[src/rtl/nand_bist_ctrl.sv]
// Built-in self-test sequencer for one NAND gate. Walks {in0,in1} through
// 00, 01, 10, 11 for PASSES sweeps, holds each vector SETTLE_CYCLES cycles,
// then compares the gate output against the NAND truth table. Mismatches are
// counted (saturating), flagged per vector, and summarised in pass/done.
//
// Handshake: start and abort are level-sampled requests with no ready side.
// start is honoured only in IDLE or DONE. abort wins over start in every
// state. done is a status level, held until start, abort or reset.
module nand_bist_ctrl #(
  parameter int SETTLE_CYCLES = 4,
  parameter int PASSES        = 1
) (
  input  logic       clk,
  input  logic       rst_n,
  input  logic       start,
  input  logic       abort,
  input  logic       dut_out,
  output logic       drive_in0,
  output logic       drive_in1,
  output logic       busy,
  output logic       done,
  output logic       pass,
  output logic       err_pulse,
  output logic [7:0] err_count,
  output logic [3:0] fail_vec,
  output logic [1:0] dbg_state
);

  typedef enum logic [1:0] {
    IDLE   = 2'd0,
    SETTLE = 2'd1,
    CHECK  = 2'd2,
    DONE   = 2'd3
  } state_t;

  localparam logic [7:0] SETTLE_LOAD = 8'(SETTLE_CYCLES - 1);
  localparam logic [7:0] PASS_LAST   = 8'(PASSES - 1);

  state_t     state_q, state_d;
  logic [1:0] vec_q, vec_d;
  logic [7:0] pass_cnt_q, pass_cnt_d;
  logic [7:0] settle_q, settle_d;
  logic [1:0] drv_q, drv_d;
  logic       pass_q, pass_d;
  logic       err_pulse_q, err_pulse_d;
  logic [7:0] err_count_q, err_count_d;
  logic [3:0] fail_vec_q, fail_vec_d;

  logic       exp_bit;
  logic       mismatch;
  logic       last_vec;

  // NAND truth table: only vector 3 (11) produces a 0.
  assign exp_bit  = ~(vec_q[1] & vec_q[0]);
  assign mismatch = (dut_out != exp_bit);
  assign last_vec = (vec_q == 2'd3) && (pass_cnt_q == PASS_LAST);

  // State and datapath registers; reset forces every output to 0.
  always_ff @(posedge clk or negedge rst_n) begin
    if (!rst_n) begin
      state_q     <= IDLE;
      vec_q       <= 2'd0;
      pass_cnt_q  <= 8'd0;
      settle_q    <= 8'd0;
      drv_q       <= 2'b00;
      pass_q      <= 1'b0;
      err_pulse_q <= 1'b0;
      err_count_q <= 8'd0;
      fail_vec_q  <= 4'd0;
    end else begin
      state_q     <= state_d;
      vec_q       <= vec_d;
      pass_cnt_q  <= pass_cnt_d;
      settle_q    <= settle_d;
      drv_q       <= drv_d;
      pass_q      <= pass_d;
      err_pulse_q <= err_pulse_d;
      err_count_q <= err_count_d;
      fail_vec_q  <= fail_vec_d;
    end
  end

  // Next-state and datapath update; err_pulse defaults low so it is one cycle.
  always_comb begin
    state_d     = state_q;
    vec_d       = vec_q;
    pass_cnt_d  = pass_cnt_q;
    settle_d    = settle_q;
    drv_d       = drv_q;
    pass_d      = pass_q;
    err_pulse_d = 1'b0;
    err_count_d = err_count_q;
    fail_vec_d  = fail_vec_q;
    case (state_q)
      IDLE, DONE: begin
        if (abort) begin
          state_d = IDLE;
          pass_d  = 1'b0;
          drv_d   = 2'b00;
        end else if (start) begin
          err_count_d = 8'd0;
          fail_vec_d  = 4'd0;
          pass_d      = 1'b0;
          vec_d       = 2'd0;
          drv_d       = 2'b00;
          pass_cnt_d  = 8'd0;
          settle_d    = SETTLE_LOAD;
          state_d     = SETTLE;
        end
      end
      SETTLE: begin
        if (abort) begin
          state_d = IDLE;
          drv_d   = 2'b00;
          pass_d  = 1'b0;
        end else if (settle_q == 8'd0) begin
          state_d = CHECK;
        end else begin
          settle_d = settle_q - 8'd1;
        end
      end
      CHECK: begin
        if (abort) begin
          // The comparison pending in this cycle is dropped.
          state_d = IDLE;
          drv_d   = 2'b00;
          pass_d  = 1'b0;
        end else begin
          if (mismatch) begin
            err_pulse_d = 1'b1;
            err_count_d = (err_count_q == 8'hFF) ? 8'hFF : err_count_q + 8'd1;
            fail_vec_d  = fail_vec_q | (4'b0001 << vec_q);
          end
          if (last_vec) begin
            state_d = DONE;
            drv_d   = 2'b00;
            pass_d  = (err_count_d == 8'd0);
          end else begin
            vec_d    = vec_q + 2'd1;
            drv_d    = vec_q + 2'd1;
            settle_d = SETTLE_LOAD;
            state_d  = SETTLE;
            if (vec_q == 2'd3) pass_cnt_d = pass_cnt_q + 8'd1;
          end
        end
      end
      default: state_d = IDLE;
    endcase
  end

  assign drive_in0 = drv_q[1];
  assign drive_in1 = drv_q[0];
  assign busy      = (state_q == SETTLE) || (state_q == CHECK);
  assign done      = (state_q == DONE);
  assign pass      = pass_q;
  assign err_pulse = err_pulse_q;
  assign err_count = err_count_q;
  assign fail_vec  = fail_vec_q;
  assign dbg_state = state_q;

endmodule

[config.mk]
export PLATFORM = sky130hd
export DESIGN_NAME = nand_bist_ctrl
export DESIGN_NICKNAME = d
export VERILOG_FILES = /design/src/rtl/nand_bist_ctrl.sv
export SDC_FILE = /design/constraint.sdc
export NUM_CORES = 1
export LEC_CHECK = 0
export CAP_MARGIN = 20
export CORE_MARGIN = 1
export CORE_UTILIZATION = 51
export CTS_CLUSTER_SIZE = 20
export DETAILED_ROUTE_END_ITERATION = 16
export PLACE_DENSITY = 0.76
export SLEW_MARGIN = 20
export SYNTH_ARGS = -nofsm -noshare
export SYNTH_HDL_FRONTEND = slang
export SYNTH_SLANG_ARGS = --single-unit
[constraint.sdc]
create_clock -name clk -period 1.87 [get_ports clk]
set_clock_uncertainty 0.05 [all_clocks]
set_input_delay 0.4675 -clock clk [delete_from_list [all_inputs] [get_ports clk]]
set_output_delay 0.4675 -clock clk [all_outputs]
set_load 0.1 [all_outputs]
After elaboration in Yosys (flattened, before gate mapping):

Cells that the tools add are included.

* register bits after elaboration: 36

* $add $sub $neg: 4
* eq/ne operators: 18
* shift operators: 1
* mux-type cells: 50
* bitwise logic cells: 3
* reductions and logical operators: 16

Operators by type and width (count)
* $mux W8: 16
* $pmux W8 S2: 2
* $mux W2: 14
* $logic_not A8 Y1: 3
* $pmux W8 S3: 1
* $ne A2 B2 Y1 const B: 9
* $add A8 B1 Y8 const B: 2
* $mux W4: 4
* $pmux W2 S3: 2
* $reduce_and A6 Y1: 2
* $reduce_and A5 Y1: 2
* $ne A3 B3 Y1 const B: 3
* $eq A8 B8 Y1 const B: 1
* $mux W1: 8
* $pmux W4 S2: 1
* $sub A8 B1 Y8 const B: 1
* $eq A2 B2 Y1 const B: 3
* $or A4 B4 Y4: 1
* $pmux W2 S2: 1
* $reduce_and A2 Y1: 2
* $reduce_and A4 Y1: 1
* $shl A1 B2 Y4 const A: 1
* $pmux W1 S3: 1
* $reduce_and A3 Y1: 1
* 10 further kinds: 10

Longest topological paths before layout:

Gate-level depths: netlist of the first run.

* depth after elaboration: 10
* gate-level depth with buffers: 9

Worst setup path before layout of the first run:

No wires, ideal clock.

* path kind: register to register
* from: register state_q[0], in the netlist dbg_state[0]
* to: register pass_cnt_q[7]
* setup time: 0.069 ns
* arrival: 3.143 ns
* setup slack: -1.392 ns
* cell stages (with the launch flop): 9
* buffers on the path: 1
* clock period less this slack: 3.262 ns
* cells stage by stage: dfrtp_1 > inv_1 > ha_1 > buf_2 > inv_1 > a21o_1 > nand2_1 > or4_1 > nand3_1

* cells in the longest elaborated chain, start to end: 4
* elaborated cells on any way between the ends: 12
* those cells by class: 7 x eq/ne; 1 x mux; 4 x reduce/logical

RTL lines
* start: declaration: line 39 `state_t state_q, state_d;`
* start signal: assignment: line 71 `state_q <= state_d;`
* $eq A2 B2 Y1 / $logic_not A2 Y1 (equally long branches): line 94 `case (state_q)`
* $reduce_or A2 Y1: line 94
* $ne A2 B2 Y1 (no source line) / $reduce_bool A2 Y1 (equally long branches)
* $reduce_and A6 Y1 (no source line)
* end signal: assignment: line 73 `pass_cnt_q <= pass_cnt_d;`
* end: declaration: line 41 `logic [7:0] pass_cnt_q, pass_cnt_d;`

Parallel ways exist; a longest one is shown, timed or not.
A chain may end at the register's enable or synchronous reset.

Worst setup path in the final report of the first run:

* from: register vec_q[0]
* to: register pass_cnt_q[2]

* cells in the longest elaborated chain, start to end: 4
* elaborated cells on any way between the ends: 5
* those cells by class: 3 x eq/ne; 2 x reduce/logical

RTL lines
* start: declaration: line 40 `logic [1:0] vec_q, vec_d;`
* start signal: assignment: line 72 `vec_q <= vec_d;`
* $eq A2 B2 Y1 (*): line 56, 143
* $logic_and A1 B1 Y1: line 56 `assign last_vec = (vec_q == 2'd3) && (pass_cnt_q == PASS_LAST);`
* $ne A2 B2 Y1 (no source line)
* $reduce_and A6 Y1 (no source line) (*)

Every way passes the cells marked *; elsewhere a longest branch is shown, timed or not.

==> results of run 1 <==
how the worst min path moves through the flow:
stage               cells after the start           end      from
floorplan                               0      drv_q[0]     rst_n
global placement                        2      drv_q[1]  drv_q[1]
detailed placement                      2      drv_q[1]  drv_q[1]
CTS                                     2      drv_q[1]  drv_q[1]
global route                            2  err_count[5]     rst_n
finish                                  2  err_count[2]     rst_n
worst max-delay path: stages, from the launching register on:
cell and delay [ns]:
dfrtp_1 0.41, ha_4 0.21, nor4b_4 0.14, buf_4 0.17, a211oi_4 0.34, buf_4 0.19
buf_6 0.13, a21oi_2 0.06, o21ai_1 0.25, o31ai_1 0.13
power by group:
group	internal (mW)	switching (mW)	total (mW)	leakage (nW)
Sequential	0.845	0.0791	0.924	0.478
Clock	0.301	0.294	0.595	0.0455
Combinational	1.08	1.42	2.50	1.17
Total	2.23	1.79	4.02	1.69
metrics by stage:
step                      hold WS, ns  utilization [%]  instance area [um2]  setup WS, ns  instances
final                           0.509             91.5                 3990        -0.341        414
after global routing            0.527             91.5                 3990        -0.357        414
after CTS                       0.497             84.0                 3660        -0.192        406
after detailed placement        0.482             75.7                 3300        -0.515        385
after global placement          0.475             75.7                 3300        -0.442        385
after floorplan                 0.122                -                 2410        -0.556        262
cell families (layout without fill, tap and decap cells):
family,count (synthesis),after routing
AO/OA/AOI/OAI,81,81
XOR/XNOR,4,4
adder cells (fa/ha/maj),12,12
buffers and inverters,25,125
flip-flops,36,36
multiplexers,2,2
AND/OR/NAND/NOR,102,102
layer usage:
layer | up-vias | share of wire [%] | track usage (%)
met4 | 0 | 5.7 | 12.7
li1 | 1169 | - | -
met3 | 55 | 8.1 | 5.23
met2 | 205 | 48 | 54.8
met1 | 1370 | 38 | 36.4
met5 | - | 0 | 0
registers in the layout, indices dropped and copies added, names as in the netlist:
name / cells
drv_q: 2
settle_q: 8
dbg_state: 2
pass_cnt_q: 8
fail_vec: 4
err_pulse: 1
pass: 1
vec_q: 2
err_count: 8
layout by cell type (no fill, tap or decap), types with 3 or more instances in the layout:
cell      Yosys  routed
buf_8         0       3
o21ai_1       1       9
dfrtp_2       0       6
buf_12        0      21
inv_1        17      12
o21ai_0      17       8
buf_4         1      54
o41ai_2       1       3
a22o_1        4       4
a21oi_1      17      11
ha_4          0       4
nor2_1       19      13
a21oi_4       0       3
nor2_2        0       4
and3_1        4       3
inv_2         0       3
a21oi_2       0       3
buf_6         0      18
or3_1         4       3
dfrtp_1      36      28
nand3b_1      4       4
nand3_1      12      11
clkbuf_8      0       6
nand2_2       0       7
ha_1         12       8
a31oi_1       7       5
nor3_1        5       3
o31ai_1       4       4
or4_1         3       3
o211ai_1      4       4
nand2_1      34      26
o221ai_2      0       3
timing repair:
item | in CTS | in global routing
hold endpoints to repair | 0 | 0
endpoints found under the setup margin | 25 | 32
pin swaps | 14 | 34
hold buffers | 0 | 0
buffers inserted | 12 | 10
resized for setup | 39 | 58
gates cloned | 1 | 0
Yosys cell counts (2+ instances only):
cell type / number / area [um2]
nor4b_2: 2 / 30.0
a21o_1: 2 / 15.0
nand4_1: 2 / 12.5
clkbuf_1: 3 / 11.3
xor2_1: 2 / 17.5
a41oi_1: 2 / 17.5
a22o_1: 4 / 35.0
or3_1: 4 / 25.0
nand2b_1: 3 / 18.8
ha_1: 12 / 150
o21ai_0: 17 / 85.1
nor3_1: 5 / 25.0
o221ai_1: 3 / 26.3
nand2_1: 34 / 128
o211ai_1: 4 / 30.0
a2111oi_0: 2 / 17.5
nand3b_1: 4 / 30.0
inv_1: 17 / 63.8
a31oi_1: 7 / 43.8
o21ai_2: 2 / 17.5
o31ai_1: 4 / 30.0
nor2b_1: 2 / 12.5
dfrtp_1: 36 / 901
a21oi_1: 17 / 85.1
mux2i_1: 2 / 20.0
nor2_1: 19 / 71.3
or4_1: 3 / 22.5
o2111ai_1: 2 / 17.5
buf_2: 4 / 20.0
a31o_2: 2 / 17.5
nand3_1: 12 / 60.1
and3_1: 4 / 25.0
a211oi_1: 2 / 15.0
o41ai_1: 3 / 26.3
layout make-up:
| cell class | instances | area (um2) | share of cell area (%) |
|---|---|---|---|
| inverter | 17 | 71.3 | 1.79 |
| timing repair buffer | 100 | 1110 | 27.9 |
| clock buffer | 8 | 90.1 | 2.26 |
| sequential | 36 | 916 | 23.0 |
| multi-input combinational | 201 | 1730 | 43.5 |
| tap | 52 | 65.1 | 1.63 |
==> flow_summary.yaml, run 1 <==
clocking:
  clock_tree.root_cell: "clkbuf_8"
  cts_buffer_depth: 2
  cts.sinks: 36
  cts_buffers: 5
  clock_latency_ns: 0.30
  cts.clk_slew.worst_paths_ns: 0.07
  cts_tree: "yes"
  htreeDepth: 2
global_route:
  grt_usage_pct: 30.7
  grt_pass1_vias: 2536
  grt_max_degree: 37
  grt_pass1_wl_um: 11800
  antenna_found_initial: 0
  overflow: 0
hold_path:
  min_path_type: "primary input to async pin"
yosys:
  ys_ff_latch: 36
  synth_cells: 262
  synthXorXnorAreaFrac_pct: 2.15
  synth_top_family_by_area: "compound AO/OA/AOI/OAI gates"
  synthSimpleGateAreaFrac_pct: 23.6
  synthAdderAreaFrac_pct: 6.46
  netlist_area_um2: 2330
  synth-compound-area-share_pct: 23.8
  synth_cell_types: 53
  async_flop_share_pct: 100
  syn_nets: 279
  synth.avg_cell_area_um2: 8.88
  yosysWarnings: 0
  synthFlopType: "dfrtp_1"
  synth_edf_count: 0
  yosysSeqAreaShare_pct: 38.7
  synth.area.mux_share_pct: 0.861
drt:
  antenna_left: 0
  drt-pass1-iter-count: 5
  vias_per_cell: 6.76
  routedWlPerCell_um: 23.2
  drc: 0
  wirelength_um: 9620
  drtIter0Drc: 326
  num_vias: 2799
place:
  gp_congestion: 0.874
  dp_hpwl_um: 4450
  io_buffers: 24
worst_setup_path:
  cp-end-kind: "flop"
  rr_endpoint: "pass_cnt_q[2]"
  rr_startpoint: "vec_q[0]"
  startpoint_type: "flop"
  r2r_cells: 9
  crit_type: "flop to flop"
  crit_required_ns: 1.99
  critPathMaxFanout: 5
  worstSetupEndpoint: "pass_cnt_q[2]"
  r2r_setup_slack_ns: -0.34
  cp.arrival_ns: 2.33
  cp-startpoint: "vec_q[0]"
outcome:
  outcome: "finished, violations left"
  violations: "setup timing"
die:
  rows: 24
  dieHeight_um: 69.5
  io_pins: 25
  dieWidth_um: 69.5
  die_area_um2: 4840
  initial_core_util_pct: 53.4
  core-area_um2: 4350
sta:
  slew_violations: 0
  fmax_ghz: 0.452
  grt_setup_unrepaired: "true"
  finalHoldViolations: 0
  worst_slack_ns: -0.341
  tightest_slew_ns: 0.374
  fin_crit_ns: 2.21
  tns_ns: -3.50
  period_share_pct: 118
  slew_headroom_pct: 74.8
  finalSetupViolCount: 23
layout:
  nNetsFinal: 378
  drive_gt1_share_pct: 50.0
  fillers: 145
  n_antenna_cell: 0
  syn_to_final_growth_pct: 71.3
power:
  vdd_ir_drop_max_mv: 0.866
  finalPower_mw: 4.02
  power_density_nw_per_um2: 1010
  cellLeakagePower_nw: 1.69
flow_run:
  cap_violations: 0
Power figures use the tool's default switching activity.
==> inputs of run 2 (changes only) <==
--- a/config.mk
+++ b/config.mk
@@ -11,6 +11,7 @@
 export CTS_CLUSTER_SIZE = 20
 export DETAILED_ROUTE_END_ITERATION = 16
 export PLACE_DENSITY = 0.76
+export RECOVER_POWER = 100
 export SLEW_MARGIN = 20
 export SYNTH_ARGS = -nofsm -noshare
 export SYNTH_HDL_FRONTEND = slang
==> run 2 against run 1 <==
  * The run still ends with setup timing left
  * Maximum frequency is 0.91% higher
  * Die area stayed put
  * Cell count stayed put
  * Global-route usage stayed put
  * Flip-flop and latch count stayed put
  * Critical endpoint is now pass_cnt_q[6]
  * Largest cell class unchanged
==> flow_summary.yaml, run 2 (synthesized netlist as in run 1, its figures left out) <==
outcome:
  outcome: "finished, violations left"
  violations: "setup timing"
layout:
  nNetsFinal: 378
  final_common_cell: "buf_4"
  final_area_um2: 3970
  utilization_pct: 91.2
  syn_to_final_growth_pct: 70.7
  n_antenna_cell: 0
  stdcell_count: 414
  layout_common_cells: "buf_4, dfrtp_1, nand2_1"
  drive_gt1_share_pct: 50.0
place:
  io_buffers: 24
  gp_congestion: 0.874
  dp_hpwl_um: 4450
  placed_cell_area_um2: 3300
  dp_cells: 385
sta:
  worst_slack_ns: -0.321
  grt_setup_unrepaired: "true"
  fin_crit_ns: 2.19
  finalHoldViolations: 0
  slew_violations: 0
  tightest_slew_ns: 0.982
  period_share_pct: 117
  slew_headroom_pct: 34.5
  finalSetupViolCount: 23
  fmax_ghz: 0.456
drt:
  antenna_left: 0
  wirelength_um: 9590
  drc: 0
  num_vias: 2783
  drt-pass1-iter-count: 5
  drtIter0Drc: 341
  routedWlPerCell_um: 23.2
  vias_per_cell: 6.72
hold_path:
  min_path_type: "flop to flop"
  holdPathStages: 2
  hold_end: "fail_vec[2]"
  hold_start: "fail_vec[2]"
clocking:
  clock_latency_ns: 0.30
  cts.clk_slew.worst_paths_ns: 0.07
  clock_tree.root_cell: "clkbuf_8"
  htreeDepth: 2
  cts_buffer_depth: 2
  cts_buffers: 5
  cts.sinks: 36
  cts_tree: "yes"
global_route:
  grt_pass1_wl_um: 11800
  antenna_found_initial: 0
  grt_max_degree: 37
  overflow: 0
  grt_pass1_vias: 2536
  grt_usage_pct: 30.7
power:
  p_int_mw: 2.22
  cellLeakagePower_nw: 1.69
  seqPwrFrac_pct: 23.0
  power_density_nw_per_um2: 1010
  p_clk_share_pct: 14.7
  comb_power_share_pct: 62.3
  p_sw_mw: 1.79
  switching_share_pct: 44.6
  vdd_ir_drop_max_mv: 0.866
worst_setup_path:
  r2r_setup_slack_ns: -0.32
  startpoint_type: "flop"
  rr_endpoint: "pass_cnt_q[6]"
  crit_required_ns: 1.99
  r2r_cells: 9
  rr_startpoint: "vec_q[1]"
  crit_type: "flop to flop"
  cp-end-kind: "flop"
  critPathMaxFanout: 5
  cp.arrival_ns: 2.31
die:
  io_pins: 25
  initial_core_util_pct: 53.4
  dieHeight_um: 69.5
  rows: 24
  die_area_um2: 4840
  core-area_um2: 4350
  dieWidth_um: 69.5
flow_run:
  cap_violations: 0
## run 2: how the worst max path moves through the flow
stage	startpoint	to	slack (ns)	cells after the start
4_1_cts	dbg_state[0]	pass	-0.19	7
2_1_floorplan	dbg_state[0]	settle_q[7]	-0.56	8
6_report	vec_q[1]	pass_cnt_q[6]	-0.32	9
3_3_place_gp	abort	pass	-0.44	6
3_5_place_dp	abort	pass	-0.51	6
5_1_grt	dbg_state[0]	pass	-0.36	7
## run 2: worst max-delay path, stage by stage (launching register included)
cell      delay [ns]
dfrtp_1         0.41
ha_4            0.21
nor4b_4         0.14
buf_4           0.17
a211oi_4        0.33
buf_4           0.19
buf_6           0.13
a41oi_2         0.11
o21ai_1         0.19
o31ai_1         0.12
## run 2: final cells by class
type / count / area, um2
Sequential cell: 36 / 916
Fill cell: 147 / 384
Timing Repair Buffer: 100 / 1100
Inverter: 17 / 71.3
Clock buffer: 8 / 90.1
Multi-Input combinational cell: 201 / 1730
Tap cell: 52 / 65.1
## run 2: power groups by stage
| stage | clock network (mW) | registers [mW] | logic, mW |
|---|---|---|---|
| 2_1_floorplan | 0 | 1.16 | 0.819 |
| 5_1_grt | 0.617 | 0.930 | 2.58 |
| 6_report | 0.590 | 0.925 | 2.50 |
| 4_1_cts | 0.578 | 0.910 | 2.01 |
| 3_3_place_gp | 0 | 0.928 | 1.74 |
| 3_5_place_dp | 0 | 0.930 | 1.78 |
## run 2: per-layer routing
metal / GRT usage (%) / routed length [um] / vias to the layer above
met4: 12.7 / 573 / 0
met2: 54.8 / 4670 / 192
met3: 5.23 / 708 / 59
li1: - / - / 1169
met1: 36.4 / 3640 / 1363
met5: 0 / 0 / -
## run 2: per-stage QoR
| step | worst slack (ns) | power, mW | setup TNS (ns) | hold slack (ns) |
|---|---|---|---|---|
| final | -0.321 | 4.02 | -3.41 | 0.518 |
| after global routing | -0.357 | 4.13 | -4.43 | 0.552 |
| after CTS | -0.192 | 3.49 | -0.691 | 0.497 |
| after detailed placement | -0.515 | 2.71 | -8.65 | 0.482 |
| after global placement | -0.442 | 2.67 | -7.59 | 0.475 |
| after floorplan | -0.556 | 1.98 | -10.99 | 0.122 |
## run 2: what timing repair did
item	in CTS	in global routing
pin swaps	14	34
gates cloned	1	0
endpoints found under the hold margin	0	0
buffers inserted	12	10
gates resized for setup	39	58
hold buffers	0	0
endpoints found under the setup margin	25	32
==> inputs of run 3 (changes only) <==
--- a/config.mk
+++ b/config.mk
@@ -6,7 +6,7 @@
 export NUM_CORES = 1
 export LEC_CHECK = 0
 export CAP_MARGIN = 20
-export CORE_MARGIN = 1
+export CORE_MARGIN = 4
 export CORE_UTILIZATION = 51
 export CTS_CLUSTER_SIZE = 20
 export DETAILED_ROUTE_END_ITERATION = 16
@@ -16,3 +16,4 @@
 export SYNTH_ARGS = -nofsm -noshare
 export SYNTH_HDL_FRONTEND = slang
 export SYNTH_SLANG_ARGS = --single-unit
+export TNS_END_PERCENT = 30
==> run 3 against run 2 <==
  * The flow still finishes with violations (setup timing)
  * Combinational power shrank 11%
  * First-iteration DRC count grew 13%
  * Non-clock buffer count shrank 5
  * Critical endpoint is now err_count[2]
==> flow_summary.yaml, run 3 (synthesized netlist as in run 1, its figures left out) <==
place:
  dp_hpwl_um: 4620
  placed_cell_area_um2: 3300
  io_buffers: 24
  gp_congestion: 0.856
clocking:
  cts_buffer_depth: 2
  clock_tree.root_cell: "clkbuf_8"
  cts_hold_buf: 0
  htreeDepth: 2
  cts_tree: "yes"
  cts.clk_slew.worst_paths_ns: 0.07
  clock_latency_ns: 0.30
  cts_buffers: 5
  cts.sinks: 36
global_route:
  antenna_found_initial: 0
  grt_pass1_vias: 2591
  grt_max_degree: 37
  grt_pass1_wl_um: 12000
  grt_usage_pct: 27.9
  overflow: 0
die:
  core-area_um2: 4380
  rows: 24
  initial_core_util_pct: 53.1
  dieWidth_um: 75.5
  die_area_um2: 5710
  dieHeight_um: 75.5
  io_pins: 25
layout:
  final_area_um2: 3570
  syn_to_final_growth_pct: 53.3
  nNetsFinal: 373
  n_antenna_cell: 0
  final_common_cell: "buf_4"
  layout_common_cells: "buf_4, dfrtp_1, nand2_1"
  drive_gt1_share_pct: 43.1
drt:
  drtIter0Drc: 385
  num_vias: 2825
  routedWlPerCell_um: 22.6
  drc: 0
  vias_per_cell: 6.91
  antenna_left: 0
  drt-pass1-iter-count: 5
  wirelength_um: 9250
sta:
  fmax_ghz: 0.469
  finalSetupViolCount: 30
  fin_crit_ns: 2.13
  finalHoldViolations: 0
  slew_violations: 0
  tightest_slew_ns: 0.938
  slew_headroom_pct: 37.5
  grt_setup_unrepaired: "true"
  holdWs_ns: 0.470
  worst_slack_ns: -0.264
  period_share_pct: 114
worst_setup_path:
  r2r_cells: 8
  critPathMaxFanout: 6
  cp-end-kind: "flop"
  crit_type: "flop to flop"
  crit_required_ns: 2.04
  cp.arrival_ns: 2.31
  startpoint_type: "flop"
hold_path:
  min_path_type: "flop to flop"
  holdPathStages: 2
power:
  cellLeakagePower_nw: 1.59
  comb_power_share_pct: 56.9
  vdd_ir_drop_max_mv: 0.693
  switching_share_pct: 43.7
  seqPwrFrac_pct: 23.3
  p_int_mw: 2.20
  p_clk_share_pct: 19.8
  power_density_nw_per_um2: 1100
  p_sw_mw: 1.71
flow_run:
  cap_violations: 0
outcome:
  outcome: "finished, violations left"
  violations: "setup timing"
-- run 3: changes by cell type in the layout (fill, tap and decap cells not counted), moves of 4 or more --
cell,before,now
buf_12,20,6
nand2_2,7,2
clkbuf_4,0,4
dfrtp_1,28,34
dfrtp_2,6,0
clkbuf_2,1,11
buf_6,18,10
nand2_1,26,32
-- run 3: timing repair --
action,in CTS,in global routing
pin swaps,6,8
buffers inserted,9,7
gates resized for setup,24,42
endpoints found under the setup margin,28,34
-- run 3: final timing paths --
kind,start,to,slack [ns]
max,dbg_state[1],err_count[2],-0.26
min,fail_vec[2],fail_vec[2],0.47
max reg2reg,dbg_state[1],err_count[2],-0.26
min reg2reg,fail_vec[2],fail_vec[2],0.47
max in group asynchronous,rst_n,dbg_state[0],0.31
min in group asynchronous,rst_n,err_count[5],0.77
-- run 3: metal layers --
layer | vias up | global-route usage, % | routed length (um)
met4 | 0 | 14.2 | 432
met1 | 1363 | 33.5 | 3450
met5 | - | 0 | 0
met2 | 242 | 47.2 | 4480
li1 | 1163 | - | -
met3 | 57 | 5.67 | 887
-- run 3: power by group through the flow --
stage | Clock (mW) | Sequential (mW) | Combinational (mW)
after detailed placement | 0 | 0.929 | 1.77
final | 0.775 | 0.914 | 2.23
after floorplan | 0 | 1.16 | 0.812
after global placement | 0 | 0.928 | 1.74
after global routing | 0.810 | 0.921 | 2.32
after CTS | 0.766 | 0.911 | 1.92
-- run 3: final cells by class --
class | instances | area (um2)
clock inverter | 1 | 30.0
sequential | 36 | 908
timing repair buffer | 95 | 790
clock buffer | 7 | 96.3
inverter | 17 | 67.6
multi-input combinational | 201 | 1610
fill | 226 | 818
tap | 52 | 65.1
-- run 3: per-stage QoR --
stage	utilization (%)	setup WS [ns]	std cells	power, mW	setup TNS, ns
5_1_grt	81.3	-0.369	409	4.05	-6.15
2_1_floorplan	-	-0.556	262	1.97	-12.32
3_3_place_gp	75.4	-0.451	388	2.67	-8.56
4_1_cts	82.2	-0.197	405	3.60	-0.925
3_5_place_dp	75.4	-0.492	388	2.70	-9.41
6_report	81.3	-0.264	409	3.92	-4.51
-- run 3: critical path: stages (launching register included) --
cell,delay [ns]
dfrtp_4,0.49
ha_4,0.29
buf_6,0.10
clkbuf_2,0.24
mux2i_4,0.31
nor2_4,0.09
buf_4,0.14
buf_4,0.15
a21oi_1,0.17
